$ cat config.mk
export PLATFORM = sky130hd
export DESIGN_NAME = vga_timing_gen
export DESIGN_NICKNAME = d
export VERILOG_FILES = /design/src/rtl/vga_timing_gen.sv
export SDC_FILE = /design/constraint.sdc
export NUM_CORES = 1
export LEC_CHECK = 0
export CORE_UTILIZATION = 45
export CTS_CLUSTER_SIZE = 20
export DETAILED_ROUTE_END_ITERATION = 16
export GPL_TIMING_DRIVEN = 0
export PLACE_DENSITY = 0.73
export SLEW_MARGIN = 20
export SYNTH_ARGS = -nofsm -noshare
export SYNTH_HDL_FRONTEND = slang
export SYNTH_SLANG_ARGS = --single-unit
$ cat constraint.sdc
create_clock -name clk -period 2.5 [get_ports clk]
set_input_delay 0.25 -clock clk [delete_from_list [all_inputs] [get_ports clk]]
set_output_delay 0.25 -clock clk [all_outputs]
set_load 0.1 [all_outputs]
$ cat src/rtl/vga_timing_gen.sv
// VGA raster timing generator: pixel counters with registered sync, display-enable
// and line/frame strobes, all aligned to the counter values they describe.
module vga_timing_gen #(
    parameter int H_ACTIVE = 640,
    parameter int H_FP     = 16,
    parameter int H_SYNC   = 96,
    parameter int H_BP     = 48,
    parameter int V_ACTIVE = 480,
    parameter int V_FP     = 10,
    parameter int V_SYNC   = 2,
    parameter int V_BP     = 33,
    parameter bit HS_POL   = 1'b0,
    parameter bit VS_POL   = 1'b0,
    parameter int CW       = 10
) (
    input  logic          clk,
    input  logic          rst_n,
    input  logic          pix_en,
    output logic [CW-1:0] xcounter,
    output logic [CW-1:0] ycounter,
    output logic          hsync,
    output logic          vsync,
    output logic          inDisplayArea,
    output logic          line_start,
    output logic          frame_start
);

    localparam int H_TOTAL = H_ACTIVE + H_FP + H_SYNC + H_BP;
    localparam int V_TOTAL = V_ACTIVE + V_FP + V_SYNC + V_BP;
    localparam logic [CW-1:0] H_LAST = CW'(H_TOTAL - 1);
    localparam logic [CW-1:0] V_LAST = CW'(V_TOTAL - 1);

    logic          x_wrap, y_wrap;
    logic [CW-1:0] x_nxt, y_nxt;
    logic          hs_act, vs_act, de_nxt;

    // Decode on the next counter values so the registered outputs line up with the counters.
    always_comb begin
        x_wrap = (xcounter == H_LAST);
        y_wrap = (ycounter == V_LAST);
        x_nxt  = x_wrap ? '0 : xcounter + CW'(1);
        y_nxt  = ycounter;
        if (x_wrap)
            y_nxt = y_wrap ? '0 : ycounter + CW'(1);
        // int compares keep sync-end bounds safe when they equal the total
        hs_act = (int'(x_nxt) >= H_ACTIVE + H_FP) && (int'(x_nxt) < H_ACTIVE + H_FP + H_SYNC);
        vs_act = (int'(y_nxt) >= V_ACTIVE + V_FP) && (int'(y_nxt) < V_ACTIVE + V_FP + V_SYNC);
        de_nxt = (int'(x_nxt) < H_ACTIVE) && (int'(y_nxt) < V_ACTIVE);
    end

    always_ff @(posedge clk or negedge rst_n) begin
        if (!rst_n) begin
            xcounter      <= H_LAST;
            ycounter      <= V_LAST;
            hsync         <= ~HS_POL;
            vsync         <= ~VS_POL;
            inDisplayArea <= 1'b0;
            line_start    <= 1'b0;
            frame_start   <= 1'b0;
        end else begin
            line_start  <= pix_en & x_wrap;
            frame_start <= pix_en & x_wrap & y_wrap;
            if (pix_en) begin
                xcounter      <= x_nxt;
                ycounter      <= y_nxt;
                hsync         <= hs_act ? HS_POL : ~HS_POL;
                vsync         <= vs_act ? VS_POL : ~VS_POL;
                inDisplayArea <= de_nxt;
            end
        end
    end

endmodule

==> metrics.txt <==
Sink Count 25; sequential share of power 32.7%; # rows 21; DRT iter0 DRCs 79; Area growth syn-to-layout 32.2%; Antenna Cells 0; Worst-Skew Late Latency 340 ps; Period minus WS final 2400 ps; Gate power share 56.4%; global-route wire length before repair 6780 um; max-slew violations 0; Post-DRT Antenna Nets 0; drt wl/cell 14.9 um; maximum vdd drop 0.000343 V; Worst R2R End inDisplayArea; Crit Path Category reg -> out; mean area per synthesized cell 9.19 um2; root buf cell clkbuf_4; EDFF count, synth 0; Die Area 0.00386 mm2; post-synthesis cell type count 50; chip width 62.1 um; CP max FO 7; top_reg_cell synth dfrtp_1; gate count of the mapped netlist 177; Clock transition at path regs 140 ps; gr ovfl total 0; Worst Setup Start Kind register; cells along the critical path clkdlybuf4s50_1; syn nets 184; Final Wtd Congestion 0.906; Reg2Reg Launch Point xcounter[1]; number of global-route vias before repair 1466; DR vias 1546; Final Cycle Share 96.1%; I/O Buffers 27; Reg2Reg Depth 7; fill cell instance count of the final layout 269; setup violators final 0; layout cell share with drive strength beyond 1 25.3%; Mapped Area 0.00163 mm2; starting density of the core 48.0%; antenna violations before repair 0; FMAX 416 MHz; Yosys top cell area share 20.0%; Sw Pwr 0.918 mW; detailed placer's ending HPWL 2650 um; internal power 0.853 mW; Die Height 62.1 um; max-cap violation count 0; Seq/Total Area, Yosys 39.4%; # H-tree levels 1; TritonCTS clock tree done; Slew headroom 34.6%; Core Util, Final 63.5%; ys async rst share 100%; worst slew pin tran 978 ps; endpoints failing hold 0; crit path DAT 2150 ps; Synth Register Bits 25; CP peak stage delay 1160 ps; Final Cell Area 0.00215 mm2; fin nets 229; Synth Warn # 0; Static Leakage 0.814 nW; multi-input logic area 951 um2; Top Ports 28; ranking of synthesized cells by area dfrtp_1 20%, dfstp_2 19%, xnor2_1 4.8%; critical path data required time 2250 ps; Sequential Area 654 um2; Hold WC Path Type in -> async; clk_skew 5.25 ps; WL final 3970 um; Fin Hold WS 417 ps; Worst setup EP type output port; commonest cells in the netlist 16 x nand2_1, 13 x dfrtp_1, 12 x dfstp_2, 11 x o21ai_0, 10 x nor2_1; largest net degree at the start of global routing 26; core area 0.00339 mm2; DRT Pass-1 Iters 4; Slowest cell on crit path clkdlybuf4s50_1; status finished, final reports clean; Pwr Density 823 mW/mm2; CP top delay family buffers and inverters; via-per-instance ratio 5.79; Clk pwr share 10.9%; Placed Area 0.00196 mm2; CTS Buffer Depth 2; top-count cell post-synth nand2_1; Switching Share 51.8%; GR Util All Layers 21.9%; reg-to-reg slack, setup 130 ps; TritonCTS buffer count 3; detailed-route DRC error count 0; area leader, netlist dfrtp_1; number of buffers and inverters on the critical path 1
metal layers:
layer / part of all wire [%] / vias to the layer above / GRT usage [%] / wire, um
met1: 44 / 753 / 28.5 / 1760
met5: 0 / - / 0 / 0
met2: 49 / 43 / 36.1 / 1960
met4: 2.3 / 0 / 9.59 / 92
met3: 4.2 / 9 / 3.13 / 167
li1: - / 741 / - / -
layout make-up:
type | count | area share (%)
repair buffers | 40 | 17.0
clock buffers | 4 | 1.22
well taps | 46 | 2.68
inverters | 9 | 1.57
multi-input cells | 132 | 44.2
plain buffers | 11 | 2.91
flip-flops and latches | 25 | 30.4
per-stage QoR:
stage | power, mW | instances | TNS (ps) | worst slack [ps]
after floorplan | 1.35 | 177 | -80.4 | -76.5
after global placement | 1.53 | 250 | -214 | -199
after detailed placement | 1.54 | 250 | -285 | -264
after CTS | 1.75 | 259 | 0 | 28.9
after global routing | 1.86 | 267 | -1.30 | -1.30
final | 1.77 | 267 | 0 | 97.7
how the worst max path moves through the flow:
| stage | cells after the start | to | slack [ps] | start |
|---|---|---|---|---|
| 2_1_floorplan | 7 | inDisplayArea | -80 | xcounter[1] |
| 3_3_place_gp | 9 | vsync | -200 | xcounter[1] |
| 3_5_place_dp | 9 | vsync | -260 | xcounter[1] |
| 4_1_cts | 9 | vsync | 30 | xcounter[1] |
| 5_1_grt | 7 | inDisplayArea | -1 | xcounter[0] |
| 6_report | 1 | xcounter[4] | 100 | xcounter[4] |
registers in the layout (all words and copies together), names as in the netlist:
signal         flops
xcounter          10
inDisplayArea      1
hsync              1
ycounter          10
vsync              1
frame_start        1
line_start         1
power by group through the flow:
stage / Combinational (mW) / Clock, mW / Sequential (mW)
final: 1.00 / 0.192 / 0.579
after global routing: 1.06 / 0.212 / 0.590
after CTS: 0.961 / 0.198 / 0.587
after detailed placement: 0.947 / 0 / 0.593
after global placement: 0.939 / 0 / 0.589
after floorplan: 0.329 / 0 / 1.02
cells by family after synthesis:
logic type                 synth area share [%]
AOI/OAI and AO/OA                          16.4
muxes                                      3.23
adders and majority gates                  3.08
xor gates and xnor gates                   5.38
buffers and inverters                      5.61
DFF                                        39.4
and+or+nand+nor                            26.9
timing repair:
| item | in CTS | in global routing |
|---|---|---|
| endpoints found under the setup margin | 2 | 4 |
| hold endpoints to repair | 13 | 0 |
| setup buffers | 4 | 8 |
| resized for setup | 3 | 11 |
| pin swaps | 3 | 6 |
| hold buffers | 1 | 0 |
cells in the final DEF, fill, tap and decap left out, types with 8 or more instances in the layout:
cell | Yosys | final
a21oi_1 | 9 | 9
buf_4 | 0 | 13
clkdlybuf4s50_1 | 0 | 26
dfrtp_1 | 13 | 8
dfstp_2 | 12 | 10
inv_1 | 8 | 8
nand2_1 | 16 | 15
nand3_1 | 9 | 8
nor2_1 | 10 | 10
o21ai_0 | 11 | 11
xnor2_1 | 9 | 8
Power figures use the tool's default switching activity.
